<file path="config.mk">
export PLATFORM = sky130hd
export DESIGN_NAME = i2c_bit_sampler_flat
export DESIGN_NICKNAME = d
export VERILOG_FILES = /design/src/rtl/i2c_bit_sampler_if.sv /design/src/rtl/i2c_bit_sampler.sv /design/src/flat_wrapper.sv
export SDC_FILE = /design/constraint.sdc
export NUM_CORES = 1
export LEC_CHECK = 0
export ABC_AREA = 0
export ABC_CLOCK_PERIOD_IN_PS = 2800
export CORE_MARGIN = 4
export CORE_UTILIZATION = 49
export CTS_CLUSTER_DIAMETER = 120
export DETAILED_ROUTE_END_ITERATION = 6
export HOLD_SLACK_MARGIN = 0.02
export PLACE_DENSITY = 0.85
export SLEW_MARGIN = 20
export SYNTH_ARGS = -nofsm -noshare
export SYNTH_HDL_FRONTEND = slang
export SYNTH_SLANG_ARGS = --single-unit
</file>
<file path="constraint.sdc">
create_clock -name clk -period 2.8 [get_ports clk]
set_clock_uncertainty 0.15 [all_clocks]
set_input_delay 0.28 -clock clk [delete_from_list [all_inputs] [get_ports clk]]
set_output_delay 0.28 -clock clk [all_outputs]
set_load 0.01 [all_outputs]
</file>
<file path="src/rtl/i2c_bit_sampler_if.sv">
// Bus bundle between the I2C bit sampler and its consumer: raw pad inputs plus the
// per-bit strobes and frame status produced from them.
interface i2c_bit_sampler_if;
  logic       scl_in;
  logic       sda_in;
  logic       bit_out;
  logic       bit_en;
  logic       ack_bit;
  logic       ack_valid;
  logic       byte_done;
  logic       start_det;
  logic       stop_det;
  logic [3:0] bit_cnt;
  logic       busy;

  modport master (
    input  scl_in, sda_in,
    output bit_out, bit_en, ack_bit, ack_valid, byte_done, start_det, stop_det, bit_cnt, busy
  );

  modport slave (
    output scl_in, sda_in,
    input  bit_out, bit_en, ack_bit, ack_valid, byte_done, start_det, stop_det, bit_cnt, busy
  );
endinterface

</file>
<file path="src/rtl/i2c_bit_sampler.sv">
// I2C receive front end: synchronises SCL/SDA, detects START/STOP and emits per-bit strobes.
// Optional glitch filter on the synchronised lines is enabled by I2C_GLITCH_FILTER_EN.
module i2c_bit_sampler #(
  parameter int unsigned SYNC_STAGES = 2,
  parameter int unsigned FILTER_LEN  = 3
) (
  input logic               clk,
  input logic               rst_n,
  i2c_bit_sampler_if.master bus
);

  typedef enum logic {StIdle, StActive} state_e;

  logic [SYNC_STAGES-1:0] scl_sync_q, sda_sync_q;
  logic scl_s, sda_s, scl_f, sda_f, scl_d, sda_d;
  logic start, stop, scl_rise;
  state_e state_q, state_d;

  logic       bit_out_q, bit_out_d, bit_en_q, bit_en_d;
  logic       ack_bit_q, ack_bit_d, ack_valid_q, ack_valid_d;
  logic       byte_done_q, byte_done_d, start_det_q, start_det_d, stop_det_q, stop_det_d;
  logic [3:0] bit_cnt_q, bit_cnt_d;

  // Preset to 1 so reset looks like an idle bus and cannot fake a START.
  always_ff @(posedge clk or negedge rst_n) begin
    if (!rst_n) begin
      scl_sync_q <= '1;
      sda_sync_q <= '1;
    end else begin
      scl_sync_q <= {scl_sync_q[SYNC_STAGES-2:0], bus.scl_in};
      sda_sync_q <= {sda_sync_q[SYNC_STAGES-2:0], bus.sda_in};
    end
  end

  assign scl_s = scl_sync_q[SYNC_STAGES-1];
  assign sda_s = sda_sync_q[SYNC_STAGES-1];

`ifdef I2C_GLITCH_FILTER_EN
  localparam int unsigned CntW = (FILTER_LEN > 1) ? $clog2(FILTER_LEN) : 1;
  localparam logic [CntW-1:0] CntMax = CntW'(FILTER_LEN - 1);

  logic [CntW-1:0] scl_cnt_q, sda_cnt_q;
  logic            scl_f_q, sda_f_q;

  // A level change is accepted only after FILTER_LEN consecutive differing samples.
  always_ff @(posedge clk or negedge rst_n) begin
    if (!rst_n) begin
      scl_f_q   <= 1'b1;
      sda_f_q   <= 1'b1;
      scl_cnt_q <= '0;
      sda_cnt_q <= '0;
    end else begin
      if (scl_s == scl_f_q) begin
        scl_cnt_q <= '0;
      end else if (scl_cnt_q == CntMax) begin
        scl_f_q   <= scl_s;
        scl_cnt_q <= '0;
      end else begin
        scl_cnt_q <= scl_cnt_q + CntW'(1);
      end
      if (sda_s == sda_f_q) begin
        sda_cnt_q <= '0;
      end else if (sda_cnt_q == CntMax) begin
        sda_f_q   <= sda_s;
        sda_cnt_q <= '0;
      end else begin
        sda_cnt_q <= sda_cnt_q + CntW'(1);
      end
    end
  end

  assign scl_f = scl_f_q;
  assign sda_f = sda_f_q;
`else
  logic unused_filter_len;
  assign unused_filter_len = ^FILTER_LEN;
  assign scl_f = scl_s;
  assign sda_f = sda_s;
`endif

  always_ff @(posedge clk or negedge rst_n) begin
    if (!rst_n) begin
      scl_d <= 1'b1;
      sda_d <= 1'b1;
    end else begin
      scl_d <= scl_f;
      sda_d <= sda_f;
    end
  end

  assign start    = scl_f & scl_d & sda_d & ~sda_f;
  assign stop     = scl_f & scl_d & ~sda_d & sda_f;
  assign scl_rise = scl_f & ~scl_d;

  always_ff @(posedge clk or negedge rst_n) begin
    if (!rst_n) begin
      state_q     <= StIdle;
      bit_out_q   <= 1'b0;
      bit_en_q    <= 1'b0;
      ack_bit_q   <= 1'b0;
      ack_valid_q <= 1'b0;
      byte_done_q <= 1'b0;
      start_det_q <= 1'b0;
      stop_det_q  <= 1'b0;
      bit_cnt_q   <= 4'd0;
    end else begin
      state_q     <= state_d;
      bit_out_q   <= bit_out_d;
      bit_en_q    <= bit_en_d;
      ack_bit_q   <= ack_bit_d;
      ack_valid_q <= ack_valid_d;
      byte_done_q <= byte_done_d;
      start_det_q <= start_det_d;
      stop_det_q  <= stop_det_d;
      bit_cnt_q   <= bit_cnt_d;
    end
  end

  always_comb begin
    state_d = state_q;
    unique case (state_q)
      StIdle:   if (start) state_d = StActive;
      StActive: if (stop && !start) state_d = StIdle;
    endcase
  end

  always_comb begin
    bit_out_d   = bit_out_q;
    ack_bit_d   = ack_bit_q;
    bit_en_d    = 1'b0;
    ack_valid_d = 1'b0;
    byte_done_d = 1'b0;
    start_det_d = start;
    stop_det_d  = stop;
    bit_cnt_d   = bit_cnt_q;
    if (start) begin
      bit_cnt_d = 4'd0;
    end else if (state_q == StActive) begin
      if (stop) begin
        bit_cnt_d = 4'd0;
      end else if (scl_rise) begin
        if (bit_cnt_q < 4'd8) begin
          bit_out_d   = sda_f;
          bit_en_d    = 1'b1;
          byte_done_d = (bit_cnt_q == 4'd7);
          bit_cnt_d   = bit_cnt_q + 4'd1;
        end else begin
          ack_bit_d   = sda_f;
          ack_valid_d = 1'b1;
          bit_cnt_d   = 4'd0;
        end
      end
    end
  end

  assign bus.bit_out   = bit_out_q;
  assign bus.bit_en    = bit_en_q;
  assign bus.ack_bit   = ack_bit_q;
  assign bus.ack_valid = ack_valid_q;
  assign bus.byte_done = byte_done_q;
  assign bus.start_det = start_det_q;
  assign bus.stop_det  = stop_det_q;
  assign bus.bit_cnt   = bit_cnt_q;
  assign bus.busy      = (state_q == StActive);

endmodule
</file>
<file path="src/flat_wrapper.sv">
// flat-port wrapper written by rule: the top's interface ports become plain ports
module i2c_bit_sampler_flat 
#(
  parameter int unsigned SYNC_STAGES = 2,
  parameter int unsigned FILTER_LEN  = 3
)
  (clk, rst_n, bus_scl_in, bus_sda_in, bus_bit_out, bus_bit_en, bus_ack_bit, bus_ack_valid, bus_byte_done, bus_start_det, bus_stop_det, bus_bit_cnt, bus_busy);
  i2c_bit_sampler_if bus_i ();
  input logic clk;
  input logic rst_n;
  input wire logic [$bits(bus_i.scl_in)-1:0] bus_scl_in;
  input wire logic [$bits(bus_i.sda_in)-1:0] bus_sda_in;
  output wire logic [$bits(bus_i.bit_out)-1:0] bus_bit_out;
  output wire logic [$bits(bus_i.bit_en)-1:0] bus_bit_en;
  output wire logic [$bits(bus_i.ack_bit)-1:0] bus_ack_bit;
  output wire logic [$bits(bus_i.ack_valid)-1:0] bus_ack_valid;
  output wire logic [$bits(bus_i.byte_done)-1:0] bus_byte_done;
  output wire logic [$bits(bus_i.start_det)-1:0] bus_start_det;
  output wire logic [$bits(bus_i.stop_det)-1:0] bus_stop_det;
  output wire logic [$bits(bus_i.bit_cnt)-1:0] bus_bit_cnt;
  output wire logic [$bits(bus_i.busy)-1:0] bus_busy;
  assign bus_i.scl_in = bus_scl_in;
  assign bus_i.sda_in = bus_sda_in;
  assign bus_bit_out = bus_i.bit_out;
  assign bus_bit_en = bus_i.bit_en;
  assign bus_ack_bit = bus_i.ack_bit;
  assign bus_ack_valid = bus_i.ack_valid;
  assign bus_byte_done = bus_i.byte_done;
  assign bus_start_det = bus_i.start_det;
  assign bus_stop_det = bus_i.stop_det;
  assign bus_bit_cnt = bus_i.bit_cnt;
  assign bus_busy = bus_i.busy;
  i2c_bit_sampler #(.SYNC_STAGES(SYNC_STAGES), .FILTER_LEN(FILTER_LEN)) u_core (.clk(clk), .rst_n(rst_n), .bus(bus_i));
endmodule
</file>
---- Word-level counts from Yosys, hierarchy flattened ----
Cells that the tools add are included.
operators by class
  add/sub/neg operators ................... 1
  magnitude comparators ................... 1
  equal/unequal tests ..................... 1
  muxes and demuxes ....................... 23
  bitwise gates (word level) .............. 13
  reduce and logical (&&, ||, !) cells .... 7
operators with widths
  kind                                            number
  2-to-1 mux 4 bit                                5
  2-to-1 mux 1 bit                                17
  AND reduction 5 bit                             2
  NOT 1 bit                                       7
  AND 1 bit                                       6
  adder 4 x 1 -> 4 bit (second input constant)    1
  == test 4 x 3 -> 1 bit (second input constant)  1
  < comparator 4 bit (second input constant)      1
  nonzero test 3 bit                              1
  case mux 1 bit (2 select lines)                 1
  AND reduction 2 bit                             1
  nonzero test 2 bit                              1
  logical AND 1 bit                               1
  logical NOT 1 bit                               1
storage, ports and cells
  register bits ........................... 18
  input port bits ......................... 4
  output and inout bits ................... 12
  logic and storage cells ................. 59

---- Logic depth before layout (Yosys ltp) ----
Gate-level depths: netlist (run 1).
  depth in word-level cells ............... 7
  gate-level depth with buffers ........... 4
  mapped depth without buffers ............ 4

---- Worst setup path before layout (run 1) ----
No wires, ideal clock.
  path kind ............................... reg2reg
  start point ............................. register u_core.scl_sync_q[1]
  end point ............................... register u_core.bit_cnt_q[1] (netlist: u_core.bus.bit_cnt[1])
  setup time .............................. 125 ps
  arrival time ............................ 1,287 ps
  required time ........................... 2,525 ps
  setup slack ............................. 1,237 ps
  cell stages (with the launch flop) ...... 5
  buffers on the path ..................... 0
  period minus slack after synthesis ...... 1,563 ps
  cells stage by stage .................... dfstp_2 -> nand2_2 -> nor3b_4 -> a31o_2 -> mux2_4
on the way
  elaborated cells on any way between the ends .. 12
  classes of those cells .................. mux (3); bitwise (6); reduce/logical (3)
RTL lines
  item                                                                RTL line                text
  from (decl)                                                         i2c_bit_sampler.sv:14   logic [SYNC_STAGES-1:0] scl_sync_q, sda_sync_q;
  from (signal assigned)                                              i2c_bit_sampler.sv:30   scl_sync_q <= {scl_sync_q[SYNC_STAGES-2:0], bus.scl_in};
  AND 1 bit * (3 in series)                                           i2c_bit_sampler.sv:91   assign start = scl_f & scl_d & sda_d & ~sda_f;
  via u_core.start                                                    i2c_bit_sampler.sv:16   logic start, stop, scl_rise;
  nonzero test 3 bit (no line) or nonzero test 2 bit (tied branches)  -
  AND reduction 2 bit (no line)                                       -
  to (signal assigned)                                                i2c_bit_sampler.sv:115  bit_cnt_q <= bit_cnt_d;
  to (decl)                                                           i2c_bit_sampler.sv:22   logic [3:0] bit_cnt_q, bit_cnt_d;
Mark *: on every way through the listed nets, which the timed path passes. The rest lies on a longest branch. The select of a mux whose other input is x is not followed.
A chain may end at the register's enable or synchronous reset.

---- Worst setup path after layout (run 1) ----
  start point ............................. register u_core.state_q (netlist: u_core.bus.busy)
  end point ............................... output port bus_busy
RTL lines
  item                    RTL line                text
  from (decl)             i2c_bit_sampler.sv:17   state_e state_q, state_d;
  from (signal assigned)  i2c_bit_sampler.sv:97   state_q <= StIdle;
  from (signal assigned)  i2c_bit_sampler.sv:107  state_q <= state_d;
  to (decl)               flat_wrapper.sv:21      output wire logic [$bits(bus_i.busy)-1:0] bus_busy;
No word-level cell between the ends.

==> report_table.html, run 1 <==
<table>
<tr><th>Metric</th><th>Value</th></tr>
<tr><th colspan="2">GRT</th></tr>
<tr><td>Gr usage total</td><td>about an eighth</td></tr>
<tr><td>Total global routing overflow</td><td>0</td></tr>
<tr><td>Global-route wire length before repair</td><td>around 1800 um</td></tr>
<tr><td>Largest net degree at the start of global routing</td><td>19</td></tr>
<tr><td>Antenna violations before repair</td><td>0</td></tr>
<tr><td>Number of global-route vias before repair</td><td>roughly 410</td></tr>
<tr><th colspan="2">Synth</th></tr>
<tr><td>Library cell with the largest summed area after synthesis</td><td>sky130_fd_sc_hd__dfrtp_1</td></tr>
<tr><td>Syn. warnings</td><td>0</td></tr>
<tr><td>Share of flip-flops with an asynchronous set or reset</td><td>between 90% and 100%</td></tr>
<tr><td>EDFF count, synth</td><td>0</td></tr>
<tr><td>Number of instances in the synthesized netlist</td><td>43</td></tr>
<tr><td>Mean cell area of the mapped netlist</td><td>15.1 um^2</td></tr>
<tr><td>Netlist cell types</td><td>21</td></tr>
<tr><td>Fraction of the mapped netlist area in compound gates</td><td>approximately 5.4%</td></tr>
<tr><td>Cells taking the most area after synthesis</td><td>sky130_fd_sc_hd__dfrtp_1 (46%), sky130_fd_sc_hd__dfstp_2 (24%), sky130_fd_sc_hd__mux2_2 (3.5%)</td></tr>
<tr><td>Number of nets in the synthesized netlist</td><td>48</td></tr>
<tr><td>Share of the synthesized area in the top cell type</td><td>between 40% and 50%</td></tr>
<tr><td>Synth Flop Type</td><td>sky130_fd_sc_hd__dfrtp_1</td></tr>
<tr><td>Mapped cell area</td><td>approximately 650 um^2</td></tr>
<tr><td>Simple-Gate Fraction of Synth Area</td><td>15.0%</td></tr>
<tr><td>Mux cell area share after synthesis</td><td>just under 6%</td></tr>
<tr><td>Combinational family with the most area after synthesis</td><td>simple AND/OR/NAND/NOR gates</td></tr>
<tr><td>Synthesis-stage register bit count</td><td>18</td></tr>
<tr><td>Share of synthesized area occupied by flip-flops and latches</td><td>between 70 and 80%</td></tr>
<tr><td>Xor/xnor cell area share of the yosys netlist</td><td>0%</td></tr>
<tr><td>Post-synthesis share of cell area spent on full adders, half adders and majority gates</td><td>1.93%</td></tr>
<tr><th colspan="2">Routing</th></tr>
<tr><td>DRT Wirelength</td><td>roughly 1000 um</td></tr>
<tr><td>Vias post-DR</td><td>between 400 and 500</td></tr>
<tr><td>First-pass iteration count of the detailed router</td><td>4</td></tr>
<tr><td>Mean routed wirelength per cell</td><td>~13 um</td></tr>
<tr><td>Drt first-iter violations</td><td>9</td></tr>
<tr><td>Number of design rule violations left after detail routing</td><td>0</td></tr>
<tr><td>Via density per instance</td><td>~5.4</td></tr>
<tr><td>Number of nets still failing antenna checks after routing</td><td>0</td></tr>
<tr><th colspan="2">Die</th></tr>
<tr><td>Initial cell density of the core</td><td>a little under three fifths</td></tr>
<tr><td>Floorplan row count</td><td>12</td></tr>
<tr><td>Die X-Extent</td><td>44.4 um</td></tr>
<tr><td>Num ports</td><td>16</td></tr>
<tr><td>Vertical die dimension</td><td>between 40 and 50 um</td></tr>
<tr><td>Die area</td><td>slightly below 0.002 mm^2</td></tr>
<tr><td>Floorplan Core Area</td><td>about 0.0012 mm^2</td></tr>
<tr><th colspan="2">Cells and area</th></tr>
<tr><td>Area growth, synth to finish</td><td>29.1%</td></tr>
<tr><td>Number of nets in the layout</td><td>67</td></tr>
<tr><td>Most common library cell in the layout ignoring fill and taps</td><td>sky130_fd_sc_hd__clkdlybuf4s50_1</td></tr>
<tr><td>Post-layout instance count excluding filler cells</td><td>75</td></tr>
<tr><td>N_diodes</td><td>0</td></tr>
<tr><td>Proportion of layout cells with a drive suffix above 1</td><td>roughly 28%</td></tr>
<tr><td>Top library cells by usage in the layout, fill and taps aside</td><td>sky130_fd_sc_hd__clkdlybuf4s50_1 (15), sky130_fd_sc_hd__dfrtp_1 (12), sky130_fd_sc_hd__dfstp_2 (6)</td></tr>
<tr><td>Number of fillers in the final layout</td><td>87</td></tr>
<tr><th colspan="2">Clock tree</th></tr>
<tr><td>Post-CTS Hold Fix Bufs</td><td>0</td></tr>
<tr><td>Clock insertion delay at the later pin of the skew report</td><td>about 0.29 ns</td></tr>
<tr><td>Clock tree from TritonCTS</td><td>yes</td></tr>
<tr><td>Clock-pin slew reported for the worst setup and hold paths after clock tree synthesis</td><td>0.10 ns</td></tr>
<tr><td># Post-CTS Setup Buffers</td><td>0</td></tr>
<tr><td>CTS root buf</td><td>sky130_fd_sc_hd__clkbuf_4</td></tr>
<tr><td>Total number of clock tree sinks</td><td>18</td></tr>
<tr><td>Maximum level of the CTS H-tree</td><td>1</td></tr>
<tr><td>Number of gates given a new drive strength after cts</td><td>0</td></tr>
<tr><td>Clk buf depth</td><td>2</td></tr>
<tr><td>Number of buffers added by the clock tree synthesis step</td><td>3</td></tr>
<tr><th colspan="2">Worst setup path</th></tr>
<tr><td>Cell with the largest stage delay on the worst path</td><td>sky130_fd_sc_hd__clkdlybuf4s50_1</td></tr>
<tr><td>Max FO, Critical Path</td><td>6</td></tr>
<tr><td>Worst path required time</td><td>around 2.4 ns</td></tr>
<tr><td>Worst flop-to-flop path endpoint</td><td>u_core.bus.bit_cnt[1]</td></tr>
<tr><td>Instance count on the critical path</td><td>1</td></tr>
<tr><td>Sort of element at the end of the critical path</td><td>output port</td></tr>
<tr><td>Startpoint of the most critical register-to-register path</td><td>u_core.scl_sync_q[1]</td></tr>
<tr><td>Count of buffer and inverter cells on the critical path</td><td>1</td></tr>
<tr><td>Peak per-stage delay on the critical path</td><td>0.56 ns</td></tr>
<tr><td>Family with the most delay on the worst path</td><td>buffers and inverters</td></tr>
<tr><td>Capturing instance or port of the critical path</td><td>bus_busy</td></tr>
<tr><td>List of cells traversed by the critical path</td><td>clkdlybuf4s50_1</td></tr>
<tr><td>Setup Crit Path Kind</td><td>reg -&gt; out</td></tr>
<tr><td>Register-to-Register Setup Slack</td><td>1.19 ns</td></tr>
<tr><td>Worst Setup Start Kind</td><td>flip-flop</td></tr>
<tr><td>Worst setup path startpoint</td><td>u_core.bus.busy</td></tr>
<tr><td>CP arrival</td><td>1.30 ns</td></tr>
<tr><td>Logic depth of the worst register-to-register path</td><td>4</td></tr>
<tr><th colspan="2">Worst hold path</th></tr>
<tr><td>Worst hold-check path type</td><td>reg -&gt; reg</td></tr>
<tr><th colspan="2">Timing</th></tr>
<tr><td>Worst slew margin relative to its limit</td><td>between 50 and 60%</td></tr>
<tr><td>Final worst-path cycle share</td><td>about 60%</td></tr>
<tr><td>Final max-slew violation count</td><td>0</td></tr>
<tr><td>Summed negative setup slack over all endpoints</td><td>0 ns</td></tr>
<tr><td>Final setup violation count</td><td>0</td></tr>
<tr><td>Highest clock frequency the design can meet</td><td>approximately 580 MHz</td></tr>
<tr><td>Hold Fails Final Rpt</td><td>0</td></tr>
<tr><td>Slew of the pin with the lowest slew margin</td><td>slightly above 0.7 ns</td></tr>
<tr><td>Setup repair after global routing missed its margin</td><td>no</td></tr>
<tr><td>Shortest clock period the worst path allows after layout</td><td>about 1.7 ns</td></tr>
<tr><th colspan="2">Placement</th></tr>
<tr><td># placed instances</td><td>71</td></tr>
<tr><td>Port Buffer Count</td><td>15</td></tr>
<tr><td>Placer Congestion</td><td>a little under 0.8</td></tr>
<tr><td>Final HPWL DP</td><td>753 um</td></tr>
<tr><th colspan="2">Run status</th></tr>
<tr><td>Outcome</td><td>finished clean</td></tr>
<tr><th colspan="2">Power</th></tr>
<tr><td>Total power divided by cell area</td><td>~830 mW/mm^2</td></tr>
<tr><td>Max IR drop VDD</td><td>about 0.42 mV</td></tr>
<tr><td>P_leak</td><td>~0.36 nW</td></tr>
<tr><th colspan="2">Flow run</th></tr>
<tr><td>Number of max-capacitance violations reported</td><td>0</td></tr>
</table>
[logic make-up (layout without fill, tap and decap cells)]
logic type	Yosys count	after routing
flops	18	18
simple gates	13	13
compound gates	6	6
mux	3	3
buf+inv	2	20
fa+ha+maj	1	1
[stage by stage]
step | utilization (%) | hold WS [ns] | setup WS, ns | cell area (um^2) | power [mW]
finish | 71.6 | 0.208 | 1.07 | 838 | 0.699
global route | 71.6 | 0.220 | 1.01 | 838 | 0.745
CTS | 71.6 | 0.210 | 1.07 | 838 | 0.708
detailed placement | 69.3 | 0.197 | 1.16 | 812 | 0.580
global placement | 69.3 | 0.196 | 1.20 | 812 | 0.575
floorplan | - | -0.166 | 1.24 | 649 | 0.459
[synth_stat cells, types with 2 or more instances]
cell	count
sky130_fd_sc_hd__dfrtp_1	12
sky130_fd_sc_hd__dfstp_2	6
sky130_fd_sc_hd__a21oi_1	3
sky130_fd_sc_hd__nor2_1	3
sky130_fd_sc_hd__mux2_2	2
sky130_fd_sc_hd__nand2b_1	2
[flip-flops by register name, summed over array words and instances (netlist names)]
name / count
u_core.bus.bit_cnt: 4
u_core.scl_sync_q: 2
u_core.bus.bit_en: 1
u_core.bus.start_det: 1
u_core.bus.ack_bit: 1
u_core.bus.ack_valid: 1
u_core.bus.stop_det: 1
u_core.bus.busy: 1
u_core.sda_sync_q: 2
u_core.scl_d: 1
u_core.bus.bit_out: 1
u_core.sda_d: 1
u_core.bus.byte_done: 1
[layout make-up]
class	count	area (um^2)	area share, %
clock buffer	4	26.3	3.13
tap	14	17.5	2.09
sequential	18	458	54.6
inverter	1	3.75	0.448
multi-input combinational	23	183	21.8
timing repair buffer	15	150	17.9
[metal layers]
metal,part of all wire (%),GRT usage [%],vias up
li1,-,-,190
met1,39,14.4,194
met2,48,20.3,15
met3,8.3,3.25,5
met4,3.9,10.8,0
met5,0,0,-
[how the worst min path moves through the flow]
stage                         startpoint              endpoint  slack, ns  cells after the start
floorplan                          rst_n    u_core.bus.ack_bit      -0.17                      0
global placement    u_core.sda_sync_q[0]  u_core.sda_sync_q[1]       0.20                      0
detailed placement  u_core.sda_sync_q[0]  u_core.sda_sync_q[1]       0.20                      0
CTS                 u_core.sda_sync_q[0]  u_core.sda_sync_q[1]       0.21                      0
global route        u_core.sda_sync_q[0]  u_core.sda_sync_q[1]       0.22                      0
finish              u_core.sda_sync_q[0]  u_core.sda_sync_q[1]       0.21                      0
[where the power goes]
group	leakage [nW]	switching [mW]	total, mW	internal (mW)
Sequential	0.218	0.0456	0.358	0.312
Clock	0.0150	0.0730	0.128	0.0554
Combinational	0.130	0.0795	0.213	0.134
Note: power is estimated with default switching activity, not from simulation.
==> run 2: changes to the inputs <==
ABC_CLOCK_PERIOD_IN_PS = 1450   (was 2800)
CORE_UTILIZATION = 41   (was 49)
PLACE_DENSITY = 0.77   (was 0.85)
clock period = 1.45 ns   (was 2.8 ns; I/O delays follow)
==> run 2 against run 1 <==
Compared with the run above: the flow now finishes with violations (negative setup slack); cell count rose by 19%; clock power rose by 130%; core utilization fell by 8.4 points; combinational power rose by 140%; flip-flop and latch count did not move; hold slack got worse by 0.19 ns; first-iteration DRC count fell by 67%.
==> report_table.html, run 2 (same netlist as run 1, synthesis figures left out) <==
<table>
<tr><th>Metric</th><th>Value</th></tr>
<tr><th colspan="2">Power</th></tr>
<tr><td>Clock network power share</td><td>20.0% (+1.6 points)</td></tr>
<tr><td>P_leak</td><td>0.495 nW (+36%)</td></tr>
<tr><td>Total power divided by cell area</td><td>1540 mW/mm^2 (+85%)</td></tr>
<tr><td>Part of the total power dissipated in combinational logic</td><td>34.4% (+3.9 points)</td></tr>
<tr><td>Switching fraction of total power</td><td>29.0% (+0.66 points)</td></tr>
<tr><td>Max IR drop VDD</td><td>0.681 mV (+61%)</td></tr>
<tr><td>Net switching power</td><td>426 uW (+120%)</td></tr>
<tr><td>Sequential group share of total power</td><td>45.6% (-5.5 points)</td></tr>
<tr><td>Int Pwr</td><td>1.04 mW (+110%)</td></tr>
<tr><th colspan="2">Flow run</th></tr>
<tr><td>Number of max-capacitance violations reported</td><td>0 (unchanged)</td></tr>
<tr><th colspan="2">Routing</th></tr>
<tr><td>Mean routed wirelength per cell</td><td>14.4 um (+10%)</td></tr>
<tr><td>Via density per instance</td><td>4.88 (-9.5%)</td></tr>
<tr><td>DRT Wirelength</td><td>1280 um (+31%)</td></tr>
<tr><td>Vias post-DR</td><td>434 (+7.4%)</td></tr>
<tr><td>Drt first-iter violations</td><td>3 (-6)</td></tr>
<tr><td>First-pass iteration count of the detailed router</td><td>4 (unchanged)</td></tr>
<tr><td>Number of design rule violations left after detail routing</td><td>0 (unchanged)</td></tr>
<tr><td>Number of nets still failing antenna checks after routing</td><td>0 (unchanged)</td></tr>
<tr><th colspan="2">Worst setup path</th></tr>
<tr><td>Startpoint of the most critical register-to-register path</td><td>u_core.scl_d</td></tr>
<tr><td>Setup Crit Path Kind</td><td>reg -&gt; reg</td></tr>
<tr><td>Max FO, Critical Path</td><td>4 (-2)</td></tr>
<tr><td>Worst path required time</td><td>1.48 ns (-0.89 ns)</td></tr>
<tr><td>CP arrival</td><td>1.57 ns (+0.27 ns)</td></tr>
<tr><td>Sort of element at the end of the critical path</td><td>flip-flop</td></tr>
<tr><td>Worst setup path startpoint</td><td>u_core.scl_d</td></tr>
<tr><td>Worst Setup Start Kind</td><td>flip-flop</td></tr>
<tr><th colspan="2">Clock tree</th></tr>
<tr><td>Clock tree from TritonCTS</td><td>yes</td></tr>
<tr><td>Maximum level of the CTS H-tree</td><td>1 (unchanged)</td></tr>
<tr><td>Clk buf depth</td><td>2 (unchanged)</td></tr>
<tr><td>Clock-pin slew reported for the worst setup and hold paths after clock tree synthesis</td><td>0.10 ns (about the same)</td></tr>
<tr><td>Clock insertion delay at the later pin of the skew report</td><td>0.28 ns (about the same)</td></tr>
<tr><td>CTS root buf</td><td>sky130_fd_sc_hd__clkbuf_4</td></tr>
<tr><td>Number of buffers added by the clock tree synthesis step</td><td>3 (unchanged)</td></tr>
<tr><td>Total number of clock tree sinks</td><td>18 (unchanged)</td></tr>
<tr><th colspan="2">Cells and area</th></tr>
<tr><td>N_diodes</td><td>0 (unchanged)</td></tr>
<tr><td>Post-layout instance count excluding filler cells</td><td>89 (+19%)</td></tr>
<tr><td>Final core utilization</td><td>63.2% (-8.4 points)</td></tr>
<tr><td>Number of nets in the layout</td><td>79 (+18%)</td></tr>
<tr><td>Area growth, synth to finish</td><td>46.6%</td></tr>
<tr><td>Proportion of layout cells with a drive suffix above 1</td><td>45.2% (+17 points)</td></tr>
<tr><td>Max FFs per register</td><td>4 (unchanged)</td></tr>
<tr><td>Most common library cell in the layout ignoring fill and taps</td><td>sky130_fd_sc_hd__dfrtp_1</td></tr>
<tr><td>Top library cells by usage in the layout, fill and taps aside</td><td>sky130_fd_sc_hd__dfrtp_1 (12), sky130_fd_sc_hd__dlygate4sd2_1 (11), sky130_fd_sc_hd__buf_4 (11)</td></tr>
<tr><th colspan="2">Timing</th></tr>
<tr><td>Shortest clock period the worst path allows after layout</td><td>roughly 1.5 ns</td></tr>
<tr><td>Worst slew margin relative to its limit</td><td>80.5% (+29 points)</td></tr>
<tr><td>Slew of the pin with the lowest slew margin</td><td>0.289 ns (-0.437 ns)</td></tr>
<tr><td>Highest clock frequency the design can meet</td><td>between 600 and 700 MHz</td></tr>
<tr><td>Worst hold slack after final layout</td><td>0.0219 ns (-0.186 ns)</td></tr>
<tr><td>Final max-slew violation count</td><td>0 (unchanged)</td></tr>
<tr><td>Final setup violation count</td><td>3 (+3)</td></tr>
<tr><td>Hold Fails Final Rpt</td><td>0 (unchanged)</td></tr>
<tr><td>Setup repair after global routing missed its margin</td><td>yes</td></tr>
<tr><td>Smallest setup slack after layout</td><td>-0.0955 ns (-1.17 ns)</td></tr>
<tr><td>Final worst-path cycle share</td><td>107%</td></tr>
<tr><th colspan="2">Die</th></tr>
<tr><td>Floorplan Core Area</td><td>0.00151 mm^2 (+29%)</td></tr>
<tr><td>Num ports</td><td>16 (unchanged)</td></tr>
<tr><td>Initial cell density of the core</td><td>43.1% (-12 points)</td></tr>
<tr><td>Vertical die dimension</td><td>47.8 um (+7.6%)</td></tr>
<tr><td>Die X-Extent</td><td>47.8 um (+7.6%)</td></tr>
<tr><td>Floorplan row count</td><td>14 (+2)</td></tr>
<tr><td>Die area</td><td>0.00228 mm^2 (+16%)</td></tr>
<tr><th colspan="2">GRT</th></tr>
<tr><td>Total global routing overflow</td><td>0 (unchanged)</td></tr>
<tr><td>Largest net degree at the start of global routing</td><td>19 (unchanged)</td></tr>
<tr><td>Antenna violations before repair</td><td>0 (unchanged)</td></tr>
<tr><td>Global-route wire length before repair</td><td>1970 um (+13%)</td></tr>
<tr><td>Gr usage total</td><td>13.3% (+0.37 points)</td></tr>
<tr><td>Number of global-route vias before repair</td><td>444 (+8.0%)</td></tr>
<tr><th colspan="2">Run status</th></tr>
<tr><td>Outcome</td><td>finished with violations</td></tr>
<tr><td>Failing checks</td><td>negative setup slack</td></tr>
<tr><th colspan="2">Worst hold path</th></tr>
<tr><td>Worst hold-check path type</td><td>in -&gt; async</td></tr>
<tr><th colspan="2">Placement</th></tr>
<tr><td>Placer Congestion</td><td>0.731 (-5.3%)</td></tr>
<tr><td>Port Buffer Count</td><td>15 (unchanged)</td></tr>
<tr><td># placed instances</td><td>80 (+13%)</td></tr>
</table>
## run 2: worst max-delay path: stages, from the launching register on
cell                      delay [ns]
sky130_fd_sc_hd__dfstp_2        0.57
sky130_fd_sc_hd__nand2_2        0.08
sky130_fd_sc_hd__nor3b_4        0.19
sky130_fd_sc_hd__buf_4          0.15
sky130_fd_sc_hd__nor4b_1        0.05
sky130_fd_sc_hd__mux2_4         0.26
## run 2: power groups by stage
stage	clock network [mW]	logic [mW]	registers [mW]
2_1_floorplan	0	0.172	0.729
3_3_place_gp	0	0.430	0.697
3_5_place_dp	0	0.443	0.699
4_1_cts	0.306	0.496	0.663
5_1_grt	0.330	0.544	0.685
6_report	0.294	0.506	0.670
## run 2: layout make-up
| type | count | area [um^2] |
|---|---|---|
| Inverter | 1 | 3.75 |
| Sequential cell | 18 | 458 |
| Multi-Input combinational cell | 23 | 201 |
| Clock buffer | 4 | 36.3 |
| Fill cell | 119 | 554 |
| Timing Repair Buffer | 27 | 233 |
| Tap cell | 16 | 20.0 |
## run 2: through the flow
step                instance area [um^2]  total power, mW  setup WS (ns)  setup TNS (ns)
finish                               952             1.47        -0.0955          -0.101
global route                         952             1.56         -0.144          -0.333
CTS                                  950             1.46        -0.0931          -0.119
detailed placement                   871             1.14        -0.0901          -0.197
global placement                     871             1.13        -0.0407         -0.0407
floorplan                            662            0.901        -0.0876         -0.0880
## run 2: layer usage
metal	part of all wire, %	wire, um	GRT usage [%]	vias to the layer above
li1	-	-	-	211
met1	41	520	16.2	205
met2	51	656	21.6	16
met3	7.1	91	4.14	2
met4	0.70	9	5.38	0
met5	0	0	0	-
## run 2: what timing repair did
| item | 4_1_cts | 5_1_grt |
|---|---|---|
| endpoints found under the setup margin | 15 | 6 |
| setup buffers | 5 | 0 |
| gates cloned | 0 | 0 |
| hold buffers | 0 | 0 |
| pin swaps | 1 | 1 |
| gates resized for setup | 16 | 1 |
## run 2: path summary, 6_finish.rpt
path / endpoint / slack (ns) / cells after the start
max: u_core.bus.bit_cnt[1] / -0.1 / 5
min: u_core.bus.byte_done / 0.02 / 2
max reg2reg: u_core.bus.bit_cnt[1] / -0.1 / 5
min reg2reg: u_core.sda_sync_q[1] / 0.21 / 0
max in group asynchronous: u_core.scl_d / 0.87 / 2
min in group clk: u_core.sda_sync_q[0] / 0.11 / 1
==> run 3: changes to the inputs <==
--- a/config.mk
+++ b/config.mk
@@ -13,5 +13,5 @@
 export DETAILED_ROUTE_END_ITERATION = 6
 export HOLD_SLACK_MARGIN = 0.02
-export PLACE_DENSITY = 0.77
+export PLACE_DENSITY = 0.78
 export SLEW_MARGIN = 20
 export SYNTH_ARGS = -nofsm -noshare
--- a/constraint.sdc
+++ b/constraint.sdc
@@ -3,3 +3,3 @@
 set_input_delay 0.145 -clock clk [delete_from_list [all_inputs] [get_ports clk]]
 set_output_delay 0.145 -clock clk [all_outputs]
-set_load 0.01 [all_outputs]
+set_load 0.005 [all_outputs]
==> run 3 against run 2 <==
Compared with the run above: cell area is 8.8% higher; via count is 12% higher; the run still ends with negative setup slack left; clock power is 2% higher; critical path type unchanged.
==> report_table.html, run 3 (same netlist as run 1, synthesis figures left out) <==
<table>
<tr><th>Metric</th><th>Value</th></tr>
<tr><th colspan="2">Die</th></tr>
<tr><td>Floorplan row count</td><td>14 (unchanged)</td></tr>
<tr><td>Floorplan Core Area</td><td>0.00151 mm^2 (unchanged)</td></tr>
<tr><td>Initial cell density of the core</td><td>43.1% (unchanged)</td></tr>
<tr><td>Num ports</td><td>16 (unchanged)</td></tr>
<tr><td>Die X-Extent</td><td>47.8 um (unchanged)</td></tr>
<tr><td>Vertical die dimension</td><td>47.8 um (unchanged)</td></tr>
<tr><td>Die area</td><td>0.00228 mm^2 (unchanged)</td></tr>
<tr><th colspan="2">Power</th></tr>
<tr><td>Power, Total</td><td>1.51 mW (+2.4%)</td></tr>
<tr><td>Total power divided by cell area</td><td>1450 mW/mm^2 (-5.9%)</td></tr>
<tr><td>P_leak</td><td>0.584 nW (+18%)</td></tr>
<tr><td>Max IR drop VDD</td><td>1.09 mV (+60%)</td></tr>
<tr><th colspan="2">Flow run</th></tr>
<tr><td>Number of max-capacitance violations reported</td><td>0 (unchanged)</td></tr>
<tr><th colspan="2">Run status</th></tr>
<tr><td>Failing checks</td><td>negative setup slack</td></tr>
<tr><td>Outcome</td><td>finished with violations</td></tr>
<tr><th colspan="2">Worst setup path</th></tr>
<tr><td>Count of buffer and inverter cells on the critical path</td><td>0 (-1)</td></tr>
<tr><td>Worst Setup Start Kind</td><td>flip-flop</td></tr>
<tr><td>Peak per-stage delay on the critical path</td><td>0.56 ns (about the same)</td></tr>
<tr><td>CP arrival</td><td>1.56 ns (about the same)</td></tr>
<tr><td>Cell with the largest stage delay on the worst path</td><td>sky130_fd_sc_hd__dfstp_2</td></tr>
<tr><td>Sort of element at the end of the critical path</td><td>flip-flop</td></tr>
<tr><td>Worst path required time</td><td>1.49 ns (about the same)</td></tr>
<tr><td>Setup Crit Path Kind</td><td>reg -&gt; reg</td></tr>
<tr><td>Startpoint of the most critical register-to-register path</td><td>u_core.scl_sync_q[1]</td></tr>
<tr><td>Logic depth of the worst register-to-register path</td><td>4 (-1)</td></tr>
<tr><td>Max FO, Critical Path</td><td>3 (-1)</td></tr>
<tr><td>Worst flop-to-flop path endpoint</td><td>u_core.bus.bit_cnt[1]</td></tr>
<tr><td>Capturing instance or port of the critical path</td><td>u_core.bus.bit_cnt[1]</td></tr>
<tr><td>Family with the most delay on the worst path</td><td>flip-flops</td></tr>
<tr><td>Register-to-Register Setup Slack</td><td>-0.07 ns (+0.02 ns)</td></tr>
<tr><td>Worst setup path startpoint</td><td>u_core.scl_sync_q[1]</td></tr>
<tr><td>Instance count on the critical path</td><td>4 (-1)</td></tr>
<tr><td>List of cells traversed by the critical path</td><td>nand2_2 -&gt; nor3b_4 -&gt; a31o_2 -&gt; mux2_4</td></tr>
<tr><th colspan="2">Routing</th></tr>
<tr><td>Mean routed wirelength per cell</td><td>13.9 um (-3.1%)</td></tr>
<tr><td>Drt first-iter violations</td><td>9 (+6)</td></tr>
<tr><td>Number of design rule violations left after detail routing</td><td>0 (unchanged)</td></tr>
<tr><td>Number of nets still failing antenna checks after routing</td><td>0 (unchanged)</td></tr>
<tr><td>Vias post-DR</td><td>488 (+12%)</td></tr>
<tr><td>DRT Wirelength</td><td>1340 um (+4.5%)</td></tr>
<tr><td>Via density per instance</td><td>5.08 (+4.2%)</td></tr>
<tr><td>First-pass iteration count of the detailed router</td><td>4 (unchanged)</td></tr>
<tr><th colspan="2">Cells and area</th></tr>
<tr><td>Post-layout instance count excluding filler cells</td><td>96 (+7.9%)</td></tr>
<tr><td>Final core utilization</td><td>68.8% (+5.6 points)</td></tr>
<tr><td>Most common library cell in the layout ignoring fill and taps</td><td>sky130_fd_sc_hd__buf_4</td></tr>
<tr><td>Number of nets in the layout</td><td>86 (+8.9%)</td></tr>
<tr><td>Area growth, synth to finish</td><td>59.5%</td></tr>
<tr><td>Top library cells by usage in the layout, fill and taps aside</td><td>sky130_fd_sc_hd__buf_4 (16), sky130_fd_sc_hd__dfrtp_1 (12), sky130_fd_sc_hd__dlygate4sd2_1 (7)</td></tr>
<tr><td>N_diodes</td><td>0 (unchanged)</td></tr>
<tr><td>Proportion of layout cells with a drive suffix above 1</td><td>50.0% (+4.8 points)</td></tr>
<tr><td>Final Instance Area</td><td>0.00104 mm^2 (+8.8%)</td></tr>
<tr><td>Max FFs per register</td><td>4 (unchanged)</td></tr>
<tr><th colspan="2">GRT</th></tr>
<tr><td>Gr usage total</td><td>13.5% (+0.22 points)</td></tr>
<tr><td>Global-route wire length before repair</td><td>1930 um (-2.4%)</td></tr>
<tr><td>Total global routing overflow</td><td>0 (unchanged)</td></tr>
<tr><td>Number of global-route vias before repair</td><td>439 (-1.1%)</td></tr>
<tr><td>Antenna violations before repair</td><td>0 (unchanged)</td></tr>
<tr><td>Largest net degree at the start of global routing</td><td>19 (unchanged)</td></tr>
<tr><th colspan="2">Timing</th></tr>
<tr><td>Final max-slew violation count</td><td>0 (unchanged)</td></tr>
<tr><td>Smallest setup slack after layout</td><td>-0.0716 ns (+0.0239 ns)</td></tr>
<tr><td>Hold Fails Final Rpt</td><td>0 (unchanged)</td></tr>
<tr><td>Shortest clock period the worst path allows after layout</td><td>1.52 ns (-0.0239 ns)</td></tr>
<tr><td>Worst slew margin relative to its limit</td><td>82.5% (+2.1 points)</td></tr>
<tr><td>Final setup violation count</td><td>5 (+2)</td></tr>
<tr><td>Slew of the pin with the lowest slew margin</td><td>0.258 ns (-0.0309 ns)</td></tr>
<tr><td>Final worst-path cycle share</td><td>105% (-1.6 points)</td></tr>
<tr><td>Summed negative setup slack over all endpoints</td><td>-0.209 ns (-0.108 ns)</td></tr>
<tr><td>Highest clock frequency the design can meet</td><td>657 MHz (+1.6%)</td></tr>
<tr><td>Setup repair after global routing missed its margin</td><td>yes</td></tr>
<tr><th colspan="2">Placement</th></tr>
<tr><td>Port Buffer Count</td><td>15 (unchanged)</td></tr>
<tr><td>Instance area at placement</td><td>878 um^2 (+0.86%)</td></tr>
<tr><td># placed instances</td><td>81 (+1.3%)</td></tr>
<tr><td>Final HPWL DP</td><td>821 um</td></tr>
<tr><td>Placer Congestion</td><td>0.675 (-7.7%)</td></tr>
<tr><th colspan="2">Clock tree</th></tr>
<tr><td>Total number of clock tree sinks</td><td>18 (unchanged)</td></tr>
<tr><td>CTS root buf</td><td>sky130_fd_sc_hd__clkbuf_4</td></tr>
<tr><td>Clock-pin slew reported for the worst setup and hold paths after clock tree synthesis</td><td>0.10 ns (about the same)</td></tr>
<tr><td>Maximum level of the CTS H-tree</td><td>1 (unchanged)</td></tr>
<tr><td>Clock insertion delay at the later pin of the skew report</td><td>0.29 ns (about the same)</td></tr>
<tr><td>Number of buffers added by the clock tree synthesis step</td><td>3 (unchanged)</td></tr>
<tr><td>Clk buf depth</td><td>2 (unchanged)</td></tr>
<tr><td>Clock tree from TritonCTS</td><td>yes</td></tr>
<tr><th colspan="2">Worst hold path</th></tr>
<tr><td>Worst hold stages</td><td>1</td></tr>
<tr><td>Worst hold-check path type</td><td>in -&gt; reg</td></tr>
</table>
-- run 3: through the flow --
step	hold slack (ns)	setup WS [ns]
after global routing	0.0627	-0.142
after CTS	0.0901	-0.0721
final	0.0971	-0.0716
after floorplan	-0.301	-0.0875
after detailed placement	0.197	-0.0663
after global placement	0.197	-0.0441
-- run 3: layer usage --
| layer | vias to the layer above | wire length, um | global-route usage (%) |
|---|---|---|---|
| met1 | 246 | 513 | 13.5 |
| met4 | 0 | 29 | 9.68 |
| li1 | 225 | - | - |
| met3 | 4 | 93 | 6.77 |
| met2 | 13 | 699 | 21.4 |
| met5 | - | 0 | 0 |
-- run 3: worst min-delay path by stage --
stage / start / endpoint / slack [ns]
4_1_cts: bus_sda_in / u_core.sda_sync_q[0] / 0.09
3_5_place_dp: u_core.sda_sync_q[0] / u_core.sda_sync_q[1] / 0.20
2_1_floorplan: rst_n / u_core.bus.ack_bit / -0.30
6_report: bus_scl_in / u_core.scl_sync_q[0] / 0.1
5_1_grt: bus_sda_in / u_core.sda_sync_q[0] / 0.06
3_3_place_gp: u_core.sda_sync_q[0] / u_core.sda_sync_q[1] / 0.20
-- run 3: timing repair --
action / in CTS / in global routing
setup endpoints to repair: 12 / 10
setup buffers: 6 / 4
endpoints found under the hold margin: 8 / 0
pin swaps: 1 / 1
resized for setup: 9 / 12
hold buffers: 1 / 0
-- run 3: worst reg2reg max path: stages, from the launching register on --
cell and delay, ns:
sky130_fd_sc_hd__dfstp_2 0.56, sky130_fd_sc_hd__nand2_2 0.07, sky130_fd_sc_hd__nor3b_4 0.18, sky130_fd_sc_hd__a31o_2 0.16, sky130_fd_sc_hd__mux2_4 0.30
-- run 3: cell type report --
type / instances / area [um^2]
multi-input combinational: 23 / 211
tap: 16 / 20.0
sequential: 18 / 458
timing repair buffer: 34 / 307
fill: 111 / 470
inverter: 1 / 3.75
clock buffer: 4 / 36.3
-- run 3: where the power goes --
| part | switching [mW] | internal (mW) | leakage (nW) | total (mW) |
|---|---|---|---|---|
| Sequential | 0.0443 | 0.602 | 0.218 | 0.646 |
| Combinational | 0.211 | 0.348 | 0.345 | 0.559 |
| Clock | 0.147 | 0.153 | 0.0210 | 0.300 |
| Total | 0.402 | 1.10 | 0.584 | 1.51 |
